$ cat src/rtl/bulk_axi_pkg.sv
// bulk_axi_pkg: shared types and constants for the bulk-line to AXI4 bridge.
// Contents: bridge state enum, AXI burst/response encodings, ID width and
// the AxSIZE helper. No ports.
package bulk_axi_pkg;

  typedef enum logic [2:0] {
    S_IDLE,
    S_RD_ADDR,
    S_RD_DATA,
    S_WR_DATA,
    S_WR_RESP
  } state_t;

  localparam logic [1:0] AXI_BURST_INCR = 2'b01;
  localparam logic [1:0] AXI_RESP_OKAY  = 2'b00;
  localparam int         AXI_ID_W       = 4;

  // AxSIZE = log2(bytes per beat); data_w is a power of two >= 8.
  function automatic logic [2:0] axi_size(input int data_w);
    logic [2:0] s;
    s = 3'd0;
    for (int i = 0; i < 8; i++) begin
      if ((8 << i) == data_w) s = 3'(i);
    end
    return s;
  endfunction

endpackage

$ cat src/rtl/axi_interface_if.sv
// axi_interface_if: AXI4 read and write channels (subset used by the bridge).
// Modports: rd_mst (AR + R, master side), wr_mst (AW + W + B, master side).
interface axi_interface_if
  import bulk_axi_pkg::*;
#(
  parameter int ADDR_W = 32,
  parameter int DATA_W = 64
);
  logic [AXI_ID_W-1:0] arid;
  logic [ADDR_W-1:0]   araddr;
  logic [7:0]          arlen;
  logic [2:0]          arsize;
  logic [1:0]          arburst;
  logic                arlock;
  logic [3:0]          arcache;
  logic [2:0]          arprot;
  logic                arvalid;
  logic                arready;
  logic [DATA_W-1:0]   rdata;
  logic [1:0]          rresp;
  logic                rlast;
  logic                rvalid;
  logic                rready;

  logic [AXI_ID_W-1:0] awid;
  logic [ADDR_W-1:0]   awaddr;
  logic [7:0]          awlen;
  logic [2:0]          awsize;
  logic [1:0]          awburst;
  logic                awlock;
  logic [3:0]          awcache;
  logic [2:0]          awprot;
  logic                awvalid;
  logic                awready;
  logic [DATA_W-1:0]   wdata;
  logic [DATA_W/8-1:0] wstrb;
  logic                wlast;
  logic                wvalid;
  logic                wready;
  logic [1:0]          bresp;
  logic                bvalid;
  logic                bready;

  modport rd_mst (
    output arid, araddr, arlen, arsize, arburst, arlock, arcache, arprot, arvalid, rready,
    input  arready, rdata, rresp, rlast, rvalid
  );

  modport wr_mst (
    output awid, awaddr, awlen, awsize, awburst, awlock, awcache, awprot, awvalid,
           wdata, wstrb, wlast, wvalid, bready,
    input  awready, wready, bresp, bvalid
  );
endinterface

$ cat src/rtl/bulk_read_interface.sv
// bulk_read_interface: one-line request/response channel from the cache side.
// Signals: req_valid/req_ready handshake, req_write, req_addr, full-line
// req_wdata/req_wstrb, and a resp_valid pulse with full-line resp_rdata.
// Modports: slave (bridge side), master (requester side).
interface bulk_read_interface #(
  parameter int LINE_BEATS = 8,
  parameter int DATA_W     = 64,
  parameter int ADDR_W     = 32
);
  localparam int LINE_W = LINE_BEATS * DATA_W;

  logic                req_valid;
  logic                req_ready;
  logic                req_write;
  logic [ADDR_W-1:0]   req_addr;
  logic [LINE_W-1:0]   req_wdata;
  logic [LINE_W/8-1:0] req_wstrb;
  logic                resp_valid;
  logic [LINE_W-1:0]   resp_rdata;

  modport slave (
    input  req_valid, req_write, req_addr, req_wdata, req_wstrb,
    output req_ready, resp_valid, resp_rdata
  );

  modport master (
    output req_valid, req_write, req_addr, req_wdata, req_wstrb,
    input  req_ready, resp_valid, resp_rdata
  );
endinterface

$ cat src/rtl/bulk_axi_wr_chan.sv
// bulk_axi_wr_chan: AW/W sequencing for one write burst.
// Ports: clk, rst (sync, active high); start loads a new line; active is high
// in WR_DATA; awready/wready from the slave; awvalid, wvalid, wlast to AXI;
// beat_idx selects the buffered beat; done is high in the cycle both the
// address and the final data beat have been (or are being) accepted.
module bulk_axi_wr_chan #(
  parameter int LINE_BEATS = 8
) (
  input  logic                          clk,
  input  logic                          rst,
  input  logic                          start,
  input  logic                          active,
  input  logic                          awready,
  input  logic                          wready,
  output logic                          awvalid,
  output logic                          wvalid,
  output logic                          wlast,
  output logic [$clog2(LINE_BEATS)-1:0] beat_idx,
  output logic                          done
);
  localparam int BEAT_W = $clog2(LINE_BEATS) + 1;
  localparam logic [BEAT_W-1:0] LAST_BEAT = BEAT_W'(LINE_BEATS - 1);
  localparam logic [BEAT_W-1:0] ALL_BEATS = BEAT_W'(LINE_BEATS);

  logic [BEAT_W-1:0] beat_q;
  logic              aw_done;
  logic              aw_fin;
  logic              w_fin;

  assign awvalid  = active && !aw_done;
  assign wvalid   = active && (beat_q != ALL_BEATS);
  assign wlast    = wvalid && (beat_q == LAST_BEAT);
  assign beat_idx = beat_q[BEAT_W-2:0];

  // Either side may finish first; both may finish in the same cycle.
  assign aw_fin = aw_done || (awvalid && awready);
  assign w_fin  = !wvalid || (wready && wlast);
  assign done   = active && aw_fin && w_fin;

  always_ff @(posedge clk) begin
    if (rst) begin
      beat_q  <= '0;
      aw_done <= 1'b0;
    end else if (start) begin
      beat_q  <= '0;
      aw_done <= 1'b0;
    end else if (active) begin
      if (awvalid && awready) aw_done <= 1'b1;
      if (wvalid && wready)   beat_q  <= beat_q + 1'b1;
    end
  end
endmodule

$ cat src/rtl/bulk_line_axi_bridge.sv
// bulk_line_axi_bridge: turns one bulk line request into one AXI4 INCR burst.
// Ports: clk, rst (sync, active high); bulk_in (line request/response);
// axi_rd (AR/R master); axi_wr (AW/W/B master); resp_err (qualified by
// resp_valid); busy (not idle).
// Optional build macro BULK_AXI_ERR_LOG_EN adds err_clr (in), err_sticky and
// err_addr (out): a sticky record of the first failing line address.
//
// state     | meaning
// S_IDLE    | ready for a request
// S_RD_ADDR | AR presented, waiting for arready
// S_RD_DATA | collecting R beats into the line buffer
// S_WR_DATA | AW and W beats in flight independently
// S_WR_RESP | waiting for the B response
module bulk_line_axi_bridge
  import bulk_axi_pkg::*;
#(
  parameter int LINE_BEATS = 8,
  parameter int DATA_W     = 64,
  parameter int ADDR_W     = 32,
  parameter int AXI_ID     = 1
) (
  input  logic                  clk,
  input  logic                  rst,
  bulk_read_interface.slave     bulk_in,
  axi_interface_if.rd_mst       axi_rd,
  axi_interface_if.wr_mst       axi_wr,
  output logic                  resp_err,
  output logic                  busy
`ifdef BULK_AXI_ERR_LOG_EN
  ,
  input  logic                  err_clr,
  output logic                  err_sticky,
  output logic [ADDR_W-1:0]     err_addr
`endif
);
  localparam int LINE_W  = LINE_BEATS * DATA_W;
  localparam int BEAT_W  = $clog2(LINE_BEATS) + 1;
  localparam int ALIGN_W = $clog2(LINE_BEATS * DATA_W / 8);
  localparam int STRB_W  = DATA_W / 8;
  localparam logic [BEAT_W-1:0] LAST_BEAT  = BEAT_W'(LINE_BEATS - 1);
  localparam logic [ADDR_W-1:0] ALIGN_MASK = ~((ADDR_W'(1) << ALIGN_W) - ADDR_W'(1));

  state_t                    state_q, state_d;
  logic [ADDR_W-1:0]         line_addr;
  logic [LINE_W-1:0]         line_buf;
  logic [LINE_W/8-1:0]       strb_buf;
  logic [BEAT_W-1:0]         rd_beat;
  logic [BEAT_W-2:0]         rd_idx;
  logic                      rd_err;
  logic                      resp_valid_q, resp_err_q;
  logic                      accept, r_hs, r_last, r_beat_err;
  logic                      wr_start, wr_active, wr_done;
  logic [$clog2(LINE_BEATS)-1:0] wr_idx;

  assign accept     = (state_q == S_IDLE) && bulk_in.req_valid;
  assign r_hs       = (state_q == S_RD_DATA) && axi_rd.rvalid;
  assign r_last     = (rd_beat == LAST_BEAT);
  assign rd_idx     = rd_beat[BEAT_W-2:0];
  // rlast must coincide exactly with the final counted beat.
  assign r_beat_err = (axi_rd.rresp != AXI_RESP_OKAY) || (axi_rd.rlast != r_last);
  assign wr_start   = accept && bulk_in.req_write;
  assign wr_active  = (state_q == S_WR_DATA);

  always_ff @(posedge clk) begin
    if (rst) state_q <= S_IDLE;
    else     state_q <= state_d;
  end

  always_comb begin
    state_d            = state_q;
    bulk_in.req_ready  = 1'b0;
    axi_rd.arvalid     = 1'b0;
    busy               = 1'b1;
    unique case (state_q)
      S_IDLE: begin
        bulk_in.req_ready = 1'b1;
        busy              = 1'b0;
        if (bulk_in.req_valid) state_d = bulk_in.req_write ? S_WR_DATA : S_RD_ADDR;
      end
      S_RD_ADDR: begin
        axi_rd.arvalid = 1'b1;
        if (axi_rd.arready) state_d = S_RD_DATA;
      end
      S_RD_DATA: if (r_hs && r_last) state_d = S_IDLE;
      S_WR_DATA: if (wr_done)        state_d = S_WR_RESP;
      S_WR_RESP: if (axi_wr.bvalid)  state_d = S_IDLE;
      default:   state_d = S_IDLE;
    endcase
  end

  always_ff @(posedge clk) begin
    if (rst) begin
      line_addr    <= '0;
      line_buf     <= '0;
      strb_buf     <= '0;
      rd_beat      <= '0;
      rd_err       <= 1'b0;
      resp_valid_q <= 1'b0;
      resp_err_q   <= 1'b0;
    end else begin
      resp_valid_q <= 1'b0;
      if (accept) begin
        line_addr <= bulk_in.req_addr & ALIGN_MASK;
        if (bulk_in.req_write) begin
          line_buf <= bulk_in.req_wdata;
          strb_buf <= bulk_in.req_wstrb;
        end
      end
      if ((state_q == S_RD_ADDR) && axi_rd.arready) begin
        rd_beat <= '0;
        rd_err  <= 1'b0;
      end
      if (r_hs) begin
        line_buf[int'(rd_idx)*DATA_W +: DATA_W] <= axi_rd.rdata;
        rd_beat <= rd_beat + 1'b1;
        rd_err  <= rd_err | r_beat_err;
        if (r_last) begin
          resp_valid_q <= 1'b1;
          resp_err_q   <= rd_err | r_beat_err;
        end
      end
      if ((state_q == S_WR_RESP) && axi_wr.bvalid) begin
        resp_valid_q <= 1'b1;
        resp_err_q   <= (axi_wr.bresp != AXI_RESP_OKAY);
      end
    end
  end

  assign bulk_in.resp_valid = resp_valid_q;
  assign bulk_in.resp_rdata = line_buf;
  assign resp_err           = resp_valid_q & resp_err_q;

  assign axi_rd.arid    = AXI_ID_W'(AXI_ID);
  assign axi_rd.araddr  = line_addr;
  assign axi_rd.arlen   = 8'(LINE_BEATS - 1);
  assign axi_rd.arsize  = axi_size(DATA_W);
  assign axi_rd.arburst = AXI_BURST_INCR;
  assign axi_rd.arlock  = 1'b0;
  assign axi_rd.arcache = 4'd0;
  assign axi_rd.arprot  = 3'd0;
  assign axi_rd.rready  = 1'b1;

  bulk_axi_wr_chan #(.LINE_BEATS(LINE_BEATS)) u_wr_chan (
    .clk      (clk),
    .rst      (rst),
    .start    (wr_start),
    .active   (wr_active),
    .awready  (axi_wr.awready),
    .wready   (axi_wr.wready),
    .awvalid  (axi_wr.awvalid),
    .wvalid   (axi_wr.wvalid),
    .wlast    (axi_wr.wlast),
    .beat_idx (wr_idx),
    .done     (wr_done)
  );

  assign axi_wr.awid    = AXI_ID_W'(AXI_ID);
  assign axi_wr.awaddr  = line_addr;
  assign axi_wr.awlen   = 8'(LINE_BEATS - 1);
  assign axi_wr.awsize  = axi_size(DATA_W);
  assign axi_wr.awburst = AXI_BURST_INCR;
  assign axi_wr.awlock  = 1'b0;
  assign axi_wr.awcache = 4'd0;
  assign axi_wr.awprot  = 3'd0;
  assign axi_wr.wdata   = line_buf[int'(wr_idx)*DATA_W +: DATA_W];
  assign axi_wr.wstrb   = strb_buf[int'(wr_idx)*STRB_W +: STRB_W];
  assign axi_wr.bready  = 1'b1;

`ifdef BULK_AXI_ERR_LOG_EN
  // line_addr still holds the finished line during its response pulse.
  always_ff @(posedge clk) begin
    if (rst) begin
      err_sticky <= 1'b0;
      err_addr   <= '0;
    end else if (resp_err && (!err_sticky || err_clr)) begin
      err_sticky <= 1'b1;
      err_addr   <= line_addr;
    end else if (err_clr) begin
      err_sticky <= 1'b0;
    end
  end
`endif
endmodule

$ cat src/flat_wrapper.sv
// flat-port wrapper written by rule: the top's interface ports become plain ports
module bulk_line_axi_bridge_flat import bulk_axi_pkg::*;
#(
  parameter int LINE_BEATS = 8,
  parameter int DATA_W     = 64,
  parameter int ADDR_W     = 32,
  parameter int AXI_ID     = 1
)
  (clk, rst, resp_err, busy, bulk_in_req_valid, bulk_in_req_write, bulk_in_req_addr, bulk_in_req_wdata, bulk_in_req_wstrb, bulk_in_req_ready, bulk_in_resp_valid, bulk_in_resp_rdata, axi_rd_arid, axi_rd_araddr, axi_rd_arlen, axi_rd_arsize, axi_rd_arburst, axi_rd_arlock, axi_rd_arcache, axi_rd_arprot, axi_rd_arvalid, axi_rd_rready, axi_rd_arready, axi_rd_rdata, axi_rd_rresp, axi_rd_rlast, axi_rd_rvalid, axi_wr_awid, axi_wr_awaddr, axi_wr_awlen, axi_wr_awsize, axi_wr_awburst, axi_wr_awlock, axi_wr_awcache, axi_wr_awprot, axi_wr_awvalid, axi_wr_wdata, axi_wr_wstrb, axi_wr_wlast, axi_wr_wvalid, axi_wr_bready, axi_wr_awready, axi_wr_wready, axi_wr_bresp, axi_wr_bvalid);
  bulk_read_interface #(.LINE_BEATS(LINE_BEATS), .DATA_W(DATA_W), .ADDR_W(ADDR_W)) bulk_in_i ();
  axi_interface_if #(.ADDR_W(ADDR_W), .DATA_W(DATA_W)) axi_rd_i ();
  axi_interface_if #(.ADDR_W(ADDR_W), .DATA_W(DATA_W)) axi_wr_i ();
  input  logic clk;
  input  logic rst;
  output logic resp_err;
  output logic busy;
  input wire logic [$bits(bulk_in_i.req_valid)-1:0] bulk_in_req_valid;
  input wire logic [$bits(bulk_in_i.req_write)-1:0] bulk_in_req_write;
  input wire logic [$bits(bulk_in_i.req_addr)-1:0] bulk_in_req_addr;
  input wire logic [$bits(bulk_in_i.req_wdata)-1:0] bulk_in_req_wdata;
  input wire logic [$bits(bulk_in_i.req_wstrb)-1:0] bulk_in_req_wstrb;
  output wire logic [$bits(bulk_in_i.req_ready)-1:0] bulk_in_req_ready;
  output wire logic [$bits(bulk_in_i.resp_valid)-1:0] bulk_in_resp_valid;
  output wire logic [$bits(bulk_in_i.resp_rdata)-1:0] bulk_in_resp_rdata;
  output wire logic [$bits(axi_rd_i.arid)-1:0] axi_rd_arid;
  output wire logic [$bits(axi_rd_i.araddr)-1:0] axi_rd_araddr;
  output wire logic [$bits(axi_rd_i.arlen)-1:0] axi_rd_arlen;
  output wire logic [$bits(axi_rd_i.arsize)-1:0] axi_rd_arsize;
  output wire logic [$bits(axi_rd_i.arburst)-1:0] axi_rd_arburst;
  output wire logic [$bits(axi_rd_i.arlock)-1:0] axi_rd_arlock;
  output wire logic [$bits(axi_rd_i.arcache)-1:0] axi_rd_arcache;
  output wire logic [$bits(axi_rd_i.arprot)-1:0] axi_rd_arprot;
  output wire logic [$bits(axi_rd_i.arvalid)-1:0] axi_rd_arvalid;
  output wire logic [$bits(axi_rd_i.rready)-1:0] axi_rd_rready;
  input wire logic [$bits(axi_rd_i.arready)-1:0] axi_rd_arready;
  input wire logic [$bits(axi_rd_i.rdata)-1:0] axi_rd_rdata;
  input wire logic [$bits(axi_rd_i.rresp)-1:0] axi_rd_rresp;
  input wire logic [$bits(axi_rd_i.rlast)-1:0] axi_rd_rlast;
  input wire logic [$bits(axi_rd_i.rvalid)-1:0] axi_rd_rvalid;
  output wire logic [$bits(axi_wr_i.awid)-1:0] axi_wr_awid;
  output wire logic [$bits(axi_wr_i.awaddr)-1:0] axi_wr_awaddr;
  output wire logic [$bits(axi_wr_i.awlen)-1:0] axi_wr_awlen;
  output wire logic [$bits(axi_wr_i.awsize)-1:0] axi_wr_awsize;
  output wire logic [$bits(axi_wr_i.awburst)-1:0] axi_wr_awburst;
  output wire logic [$bits(axi_wr_i.awlock)-1:0] axi_wr_awlock;
  output wire logic [$bits(axi_wr_i.awcache)-1:0] axi_wr_awcache;
  output wire logic [$bits(axi_wr_i.awprot)-1:0] axi_wr_awprot;
  output wire logic [$bits(axi_wr_i.awvalid)-1:0] axi_wr_awvalid;
  output wire logic [$bits(axi_wr_i.wdata)-1:0] axi_wr_wdata;
  output wire logic [$bits(axi_wr_i.wstrb)-1:0] axi_wr_wstrb;
  output wire logic [$bits(axi_wr_i.wlast)-1:0] axi_wr_wlast;
  output wire logic [$bits(axi_wr_i.wvalid)-1:0] axi_wr_wvalid;
  output wire logic [$bits(axi_wr_i.bready)-1:0] axi_wr_bready;
  input wire logic [$bits(axi_wr_i.awready)-1:0] axi_wr_awready;
  input wire logic [$bits(axi_wr_i.wready)-1:0] axi_wr_wready;
  input wire logic [$bits(axi_wr_i.bresp)-1:0] axi_wr_bresp;
  input wire logic [$bits(axi_wr_i.bvalid)-1:0] axi_wr_bvalid;
  assign bulk_in_i.req_valid = bulk_in_req_valid;
  assign bulk_in_i.req_write = bulk_in_req_write;
  assign bulk_in_i.req_addr = bulk_in_req_addr;
  assign bulk_in_i.req_wdata = bulk_in_req_wdata;
  assign bulk_in_i.req_wstrb = bulk_in_req_wstrb;
  assign bulk_in_req_ready = bulk_in_i.req_ready;
  assign bulk_in_resp_valid = bulk_in_i.resp_valid;
  assign bulk_in_resp_rdata = bulk_in_i.resp_rdata;
  assign axi_rd_arid = axi_rd_i.arid;
  assign axi_rd_araddr = axi_rd_i.araddr;
  assign axi_rd_arlen = axi_rd_i.arlen;
  assign axi_rd_arsize = axi_rd_i.arsize;
  assign axi_rd_arburst = axi_rd_i.arburst;
  assign axi_rd_arlock = axi_rd_i.arlock;
  assign axi_rd_arcache = axi_rd_i.arcache;
  assign axi_rd_arprot = axi_rd_i.arprot;
  assign axi_rd_arvalid = axi_rd_i.arvalid;
  assign axi_rd_rready = axi_rd_i.rready;
  assign axi_rd_i.arready = axi_rd_arready;
  assign axi_rd_i.rdata = axi_rd_rdata;
  assign axi_rd_i.rresp = axi_rd_rresp;
  assign axi_rd_i.rlast = axi_rd_rlast;
  assign axi_rd_i.rvalid = axi_rd_rvalid;
  assign axi_wr_awid = axi_wr_i.awid;
  assign axi_wr_awaddr = axi_wr_i.awaddr;
  assign axi_wr_awlen = axi_wr_i.awlen;
  assign axi_wr_awsize = axi_wr_i.awsize;
  assign axi_wr_awburst = axi_wr_i.awburst;
  assign axi_wr_awlock = axi_wr_i.awlock;
  assign axi_wr_awcache = axi_wr_i.awcache;
  assign axi_wr_awprot = axi_wr_i.awprot;
  assign axi_wr_awvalid = axi_wr_i.awvalid;
  assign axi_wr_wdata = axi_wr_i.wdata;
  assign axi_wr_wstrb = axi_wr_i.wstrb;
  assign axi_wr_wlast = axi_wr_i.wlast;
  assign axi_wr_wvalid = axi_wr_i.wvalid;
  assign axi_wr_bready = axi_wr_i.bready;
  assign axi_wr_i.awready = axi_wr_awready;
  assign axi_wr_i.wready = axi_wr_wready;
  assign axi_wr_i.bresp = axi_wr_bresp;
  assign axi_wr_i.bvalid = axi_wr_bvalid;
  bulk_line_axi_bridge #(.LINE_BEATS(LINE_BEATS), .DATA_W(DATA_W), .ADDR_W(ADDR_W), .AXI_ID(AXI_ID)) u_core (.clk(clk), .rst(rst), .bulk_in(bulk_in_i), .axi_rd(axi_rd_i), .axi_wr(axi_wr_i), .resp_err(resp_err), .busy(busy));
endmodule
$ cat config.mk
export PLATFORM = sky130hd
export DESIGN_NAME = bulk_line_axi_bridge_flat
export DESIGN_NICKNAME = d
export VERILOG_FILES = /design/src/rtl/bulk_axi_pkg.sv /design/src/rtl/axi_interface_if.sv /design/src/rtl/bulk_read_interface.sv /design/src/rtl/bulk_axi_wr_chan.sv /design/src/rtl/bulk_line_axi_bridge.sv /design/src/flat_wrapper.sv
export SDC_FILE = /design/constraint.sdc
export NUM_CORES = 2
export LEC_CHECK = 0
export BUFFER_PORTS_ARGS = -buffer_cell sky130_fd_sc_hd__buf_2
export CAP_MARGIN = 30
export CELL_PAD_IN_SITES_DETAIL_PLACEMENT = 1
export CELL_PAD_IN_SITES_GLOBAL_PLACEMENT = 2
export CORE_AREA = 2 2 549 551
export DETAILED_ROUTE_END_ITERATION = 6
export DIE_AREA = 0 0 551 553
export GPL_TIMING_DRIVEN = 0
export PLACE_DENSITY_LB_ADDON = 0.05
export SYNTH_ARGS = -nofsm -noshare
export SYNTH_HDL_FRONTEND = slang
export SYNTH_SLANG_ARGS = --single-unit
$ cat constraint.sdc
create_clock -name clk -period 6.95 [get_ports clk]
set_input_delay 0.3475 -clock clk [delete_from_list [all_inputs] [get_ports clk]]
set_output_delay 0.3475 -clock clk [all_outputs]
set_load 0.02 [all_outputs]
---- Word-level counts from Yosys, hierarchy flattened ----
Cells that the tools add are included.
word-level totals
  ROM bits ................................ 0
  memories kept ........................... 0
  bits in latches ......................... 0
  word-level logic and storage cells ...... 88
  flip-flop bits (word level) ............. 617
  RAM bits ................................ 0
cells by class
  multiply operators ...................... 0
  reduce and logical (&&, ||, !) cells .... 31
  div/mod/pow operators ................... 0
  eq/ne operators ......................... 13
  bitwise logic cells ..................... 2
  $lt $le $gt $ge ......................... 0
  multiplexer cells ....................... 25
  shift-type cells ........................ 4
  $add $sub $neg .......................... 3
operators by type and width
  operator                     number
  $mux W512                    4
  $bwmux W512                  1
  $shift A64 B33 Y512 const A  1
  $shiftx A512 B10 Y64         1
  $shiftx A64 B33 Y512         1
  $shiftx A64 B7 Y8            1
  $neg A9 Y33                  1
  $mux W3                      5
  $pmux W3 S5                  1
  $logic_and A1 B1 Y1          14
  $mux W1                      11
  $reduce_bool A2 Y1           5
  $add A4 B1 Y4 const B        2
  $eq A4 B3 Y1 const B         2
  $mux W4                      2
  $ne A2 B2 Y1 const B         4
  $reduce_and A2 Y1            4
  $eq A3 B2 Y1 const B         2
  $reduce_and A5 Y1            1
  $ne A4 B4 Y1 const B         1
  $eq A3 B1 Y1 const B         1
  $eq A3 B3 Y1 const B         1
  $logic_not A3 Y1             1
  $logic_or A1 B1 Y1           3
  other kinds (7)              8

---- Depth between registers and ports, before layout ----
  word-level depth ........................ 8
  mapped depth ............................ 12

---- Cells and area by module ----
A second synthesis with hierarchy kept.
second synthesis, totals
  cells, all modules ...................... 3664
  area, all modules ....................... 32038.2 um^2
by module, submodules not included
  module                area an instance (um^2)  sequential area each (um^2)  cells each  instances
  bulk_line_axi_bridge  31732.9                  12251.8                      3625        1
  bulk_axi_wr_chan      305.3                    100.1                        39          1

---- Worst setup path before layout ----
Ideal clock, no wire load.
  path kind ............................... register -> register
  from .................................... register u_core.rd_beat[0]
  to ...................................... register u_core.line_buf[471], in the netlist u_core.bulk_in.resp_rdata[471]
  arrival time ............................ 2.464 ns
  path slack .............................. 4.401 ns
  stages on the path, launching flop included .. 13
  clock period less this slack ............ 2.549 ns
  cell sequence ........................... dfxtp_1 clkbuf_1 inv_1 ha_1 ha_1 clkbuf_1 nor2b_1 and3_1 buf_2 buf_4 buf_2 a21oi_1 a211oi_1
between the ends
  longest elaborated chain between the ends .. 4
  elaborated cells on any way between the ends .. 5
  those cells by class .................... add/sub: 1; shift: 2; mux: 2
ends and longest elaborated chain
  element                                                             line                         RTL
  start, declared                                                     bulk_line_axi_bridge.sv:47   logic [BEAT_W-1:0] rd_beat;
  start signal, assigned                                              bulk_line_axi_bridge.sv:115  rd_beat <= rd_beat + 1'b1;
  $neg A9 Y33 *                                                       bulk_line_axi_bridge.sv:114  line_buf[int'(rd_idx)*DATA_W +: DATA_W] <= axi_rd.rdata;
  $shiftx A64 B33 Y512 / $shift A64 B33 Y512 (equally long branches)  bulk_line_axi_bridge.sv:114
  $bwmux W512 *                                                       bulk_line_axi_bridge.sv:114
  $mux W512 *                                                         bulk_line_axi_bridge.sv:113  if (r_hs) begin
  end signal, assigned                                                bulk_line_axi_bridge.sv:105  line_buf <= bulk_in.req_wdata;
  end signal, assigned by index                                       bulk_line_axi_bridge.sv:114
  end, declared                                                       bulk_line_axi_bridge.sv:45   logic [LINE_W-1:0] line_buf;
Every way passes the cells marked *; elsewhere a longest branch is shown, timed or not.
A chain may end at the register's enable or synchronous reset.

---- Worst setup path in the final report ----
  from .................................... register u_core.rd_beat[0]
  to ...................................... register u_core.line_buf[378], in the netlist u_core.bulk_in.resp_rdata[378]
The elaborated chain is that of the path after synthesis.

==> results.toml <==
[status]
status = "complete, no violations"

[logic_synthesis]
synth_top_cell_by_area = "sky130_fd_sc_hd__dfxtp_1"
yosys-top-cells-area = "sky130_fd_sc_hd__dfxtp_1, sky130_fd_sc_hd__nand2_1, sky130_fd_sc_hd__mux4_2"
netlist.area_leader.share = 0.405
syn_inst_count = 3694
postSynth.asyncResetShare = 0
ys_dominant_reg_cell = "sky130_fd_sc_hd__dfxtp_1"
synth.cell_area_mm2 = 0.0305
synth-edff-count = 0
yosys_register_bits = 617
register_area_share_after_synthesis = 0.405
yosys.cell_types.count = 48
yosysWarningCount = 0
synthesis.area_per_instance_um2 = 8.26

[critical_path]
timing.critical_path.to = "u_core.bulk_in.resp_rdata[378]"
worst_setup_path_startpoint = "u_core.rd_beat[0]"
critical_path_class = "flip-flop to flip-flop"
critPathArrivalTime_ns = 5.55
crit-reg2reg-capture = "u_core.bulk_in.resp_rdata[378]"
critical_path_required_ns = 7.66
worstRegToRegCells = 12
worstPathMaxFanout = 11
setup.reg_to_reg.worst_slack_ns = 2.12
regToRegStartpoint = "u_core.rd_beat[0]"
cp-end-kind = "flip-flop"
setup.worst_path.start_class = "flip-flop"

[clock_network]
clk_transition_reported_paths_ns = 0.06
root_buf_cell = "sky130_fd_sc_hd__clkbuf_16"
cts-resized-gates = 0
cts_tree = "yes"
cts_inserted_buffers = 102
cts_sinks = 617
post-cts-setup-buffers = 0
clock_latency_ns = 0.78
cts.path.max_buffers = 3
h-tree-depth = 3

[sta]
tns_ns = 0
finalSetupViolations = 0
hold_viol = 0
tightest_slew_ns = 1.04
hold_slack_ns = 0.0664
slew_headroom = 0.305
timing_max_transition_violations_final = 0
layout_min_cycle_time_ns = 4.83
layout_worst_path_cycle_share = 0.695
maxClockFrequency_mhz = 207
rsz0062_at_grt = "no"
worst_clock_skew_ns = 0.0299

[routing]
first_pass_iters = 5
routed_wire_length_per_instance_um = 34.1
ant_nets = 0
vias_per_cell = 3.94
num_vias = 40700
drt-initial-drc-count = 1973
remaining_drc_errors = 0
postRouteWirelength_mm = 352

[die]
initial_core_util = 0.102
die_width_um = 551
core_outline_area_mm2 = 0.299
die_footprint_mm2 = 0.305
io-pin-count = 1394
vertical_die_dimension_um = 553
num_rows = 201

[global_routing]
grt_antenna_before_repair = 161
first_pass_grt_wire_length_mm = 451
track_usage = 0.224
globalRouteOverflowTotal = 0
grt_start_max_net_pins = 15
first_global_vias = 43600

[finish]
multi_input_comb_area_mm2 = 0.0161
final_net_count = 6914
filler_cell_count = 35500
final-instance-count-excl-fill = 10300
drive_above_1_share = 0.317
area_delta_synth_final_pct = 85.8
footprint_of_the_flip_flops_and_latches_mm2 = 0.0124

[placement]
port_buffers = 1323
dp.cells = 9093
final_replace_weighted_congestion = 0.791
detailedPlacementHpwl_mm = 285

[pwr]
p_total_mw = 13.1
p_leak_nw = 24.0
power_per_standard_cell_area_mw_per_mm2 = 232
max-vdd-ir-drop_uv = 210

[hold_path]
hold_class = "input pin to flip-flop"

[job]
drv.max_cap_violation_count = 0
cells by family (layout without fill, tap and decap cells):
| group | count (synthesis) | count (layout) | share of synthesized area |
|---|---|---|---|
| simple gates | 1261 | 1261 | 0.160 |
| fa+ha+maj | 5 | 5 | 0.00205 |
| buf+inv | 455 | 3007 | 0.0763 |
| other cells | 2 | 127 | 0.000246 |
| flops | 617 | 617 | 0.405 |
| mux | 219 | 219 | 0.134 |
| compound gates | 1131 | 1131 | 0.221 |
| xor+xnor | 4 | 4 | 0.00115 |
critical path: stages (launching register included):
cell                            delay, ns
sky130_fd_sc_hd__dfxtp_1             0.45
sky130_fd_sc_hd__clkbuf_1            0.33
sky130_fd_sc_hd__inv_1               0.21
sky130_fd_sc_hd__ha_1                0.25
sky130_fd_sc_hd__ha_1                0.27
sky130_fd_sc_hd__clkbuf_1            0.21
sky130_fd_sc_hd__nor2b_1             0.34
sky130_fd_sc_hd__and3_1              0.47
sky130_fd_sc_hd__buf_2               0.61
sky130_fd_sc_hd__buf_2               0.62
sky130_fd_sc_hd__a21oi_1             0.10
sky130_fd_sc_hd__a211oi_1            0.26
sky130_fd_sc_hd__dlygate4sd3_1       0.58
layer usage:
layer,track usage,up-vias,part of all wire
met4,0.0620,58,0.029
met3,0.0581,398,0.069
li1,-,18200,-
met1,0.278,20600,0.43
met5,0,-,0.0011
met2,0.377,1542,0.47
worst min path at each step:
stage / start / end / slack (ns) / depth (start not counted)
finish: axi_rd_rdata[22] / u_core.bulk_in.resp_rdata[406] / 0.07 / 3
floorplan: u_core.strb_buf[16] / u_core.strb_buf[16] / 0.43 / 2
global placement: u_core.strb_buf[17] / u_core.strb_buf[17] / 0.45 / 2
global route: axi_rd_rdata[32] / u_core.bulk_in.resp_rdata[96] / 0.03 / 3
detailed placement: u_core.strb_buf[35] / u_core.strb_buf[35] / 0.45 / 2
CTS: axi_rd_rdata[1] / u_core.bulk_in.resp_rdata[193] / 0.00007 / 3
Yosys cell counts, drive strengths merged (3+ instances only):
master and count:
a21oi 414, a211oi 304, nor2b 4, mux2 73, clkbuf 193, mux4 144
nand2 897, ha 5, nand3 7, a221oi 15, nor2 312, buf 253
a311oi 5, a31oi 193, dfxtp 617, inv 9, nor3 8, and3 3
o21ai 194, nand4 7, and2 7
flip-flops by register name, summed over array words and instances (netlist names):
| signal | count |
|---|---|
| u_core.bulk_in.resp_valid | 1 |
| u_core.axi_rd.araddr | 26 |
| u_core.resp_err_q | 1 |
| u_core.bulk_in.resp_rdata | 512 |
| u_core.u_wr_chan.beat_q | 4 |
| u_core.rd_err | 1 |
| u_core.state_q | 3 |
| u_core.rd_beat | 4 |
| u_core.strb_buf | 64 |
| u_core.u_wr_chan.aw_done | 1 |
per-stage QoR:
stage	cell area (um^2)	worst slack, ns	utilization
after global placement	42300	1.47	0.142
after global routing	56700	1.68	0.190
after floorplan	30800	4.40	-
after detailed placement	43300	2.40	0.145
final	56700	2.12	0.190
after CTS	56500	1.84	0.189
final cells by class:
class	instances	area share
multi-input cells	2684	0.284
flip-flops and latches	617	0.218
clock buffers	174	0.0558
repair buffers	2363	0.308
diodes	63	0.00278
well taps	3958	0.0873
plain buffers	446	0.0408
clock inverters	15	0.00346
inverters	9	0.000596
layout by cell type, fill, tap and decap left out, types with 3 or more instances in the layout:
| cell type | instances |
|---|---|
| sky130_fd_sc_hd__dfxtp_1 | 617 |
| sky130_fd_sc_hd__buf_6 | 7 |
| sky130_fd_sc_hd__ha_1 | 5 |
| sky130_fd_sc_hd__buf_1 | 19 |
| sky130_fd_sc_hd__a31oi_1 | 193 |
| sky130_fd_sc_hd__nor3_1 | 8 |
| sky130_fd_sc_hd__buf_12 | 7 |
| sky130_fd_sc_hd__nand3_1 | 6 |
| sky130_fd_sc_hd__dlygate4sd3_1 | 982 |
| sky130_fd_sc_hd__mux2_2 | 73 |
| sky130_fd_sc_hd__a221oi_1 | 15 |
| sky130_fd_sc_hd__mux4_2 | 144 |
| sky130_fd_sc_hd__a21oi_1 | 414 |
| sky130_fd_sc_hd__clkbuf_1 | 220 |
| sky130_fd_sc_hd__a311oi_1 | 5 |
| sky130_fd_sc_hd__conb_1 | 64 |
| sky130_fd_sc_hd__buf_2 | 1429 |
| sky130_fd_sc_hd__inv_1 | 8 |
| sky130_fd_sc_hd__buf_4 | 126 |
| sky130_fd_sc_hd__buf_16 | 10 |
| sky130_fd_sc_hd__clkbuf_8 | 28 |
| sky130_fd_sc_hd__clkinv_2 | 7 |
| sky130_fd_sc_hd__a211oi_1 | 304 |
| sky130_fd_sc_hd__buf_8 | 36 |
| sky130_fd_sc_hd__and2_1 | 7 |
| sky130_fd_sc_hd__diode_2 | 63 |
| sky130_fd_sc_hd__clkbuf_2 | 13 |
| sky130_fd_sc_hd__nor2b_1 | 4 |
| sky130_fd_sc_hd__nand4_1 | 5 |
| sky130_fd_sc_hd__and3_1 | 3 |
| sky130_fd_sc_hd__clkbuf_16 | 105 |
| sky130_fd_sc_hd__nor2_1 | 312 |
| sky130_fd_sc_hd__nand2_1 | 897 |
| sky130_fd_sc_hd__o21ai_0 | 194 |
where the power goes:
| part | leakage (nW) | internal, mW | switching [mW] |
|---|---|---|---|
| Combinational | 17.3 | 1.33 | 2.19 |
| Clock | 1.64 | 3.15 | 2.28 |
| Sequential | 5.03 | 3.81 | 0.375 |
| Total | 24.0 | 8.30 | 4.84 |
what timing repair did:
item,CTS,global route
hold buffers,982,0
hold endpoints to repair,610,0
endpoints found under the setup margin,0,0
Power figures use the tool's default switching activity.
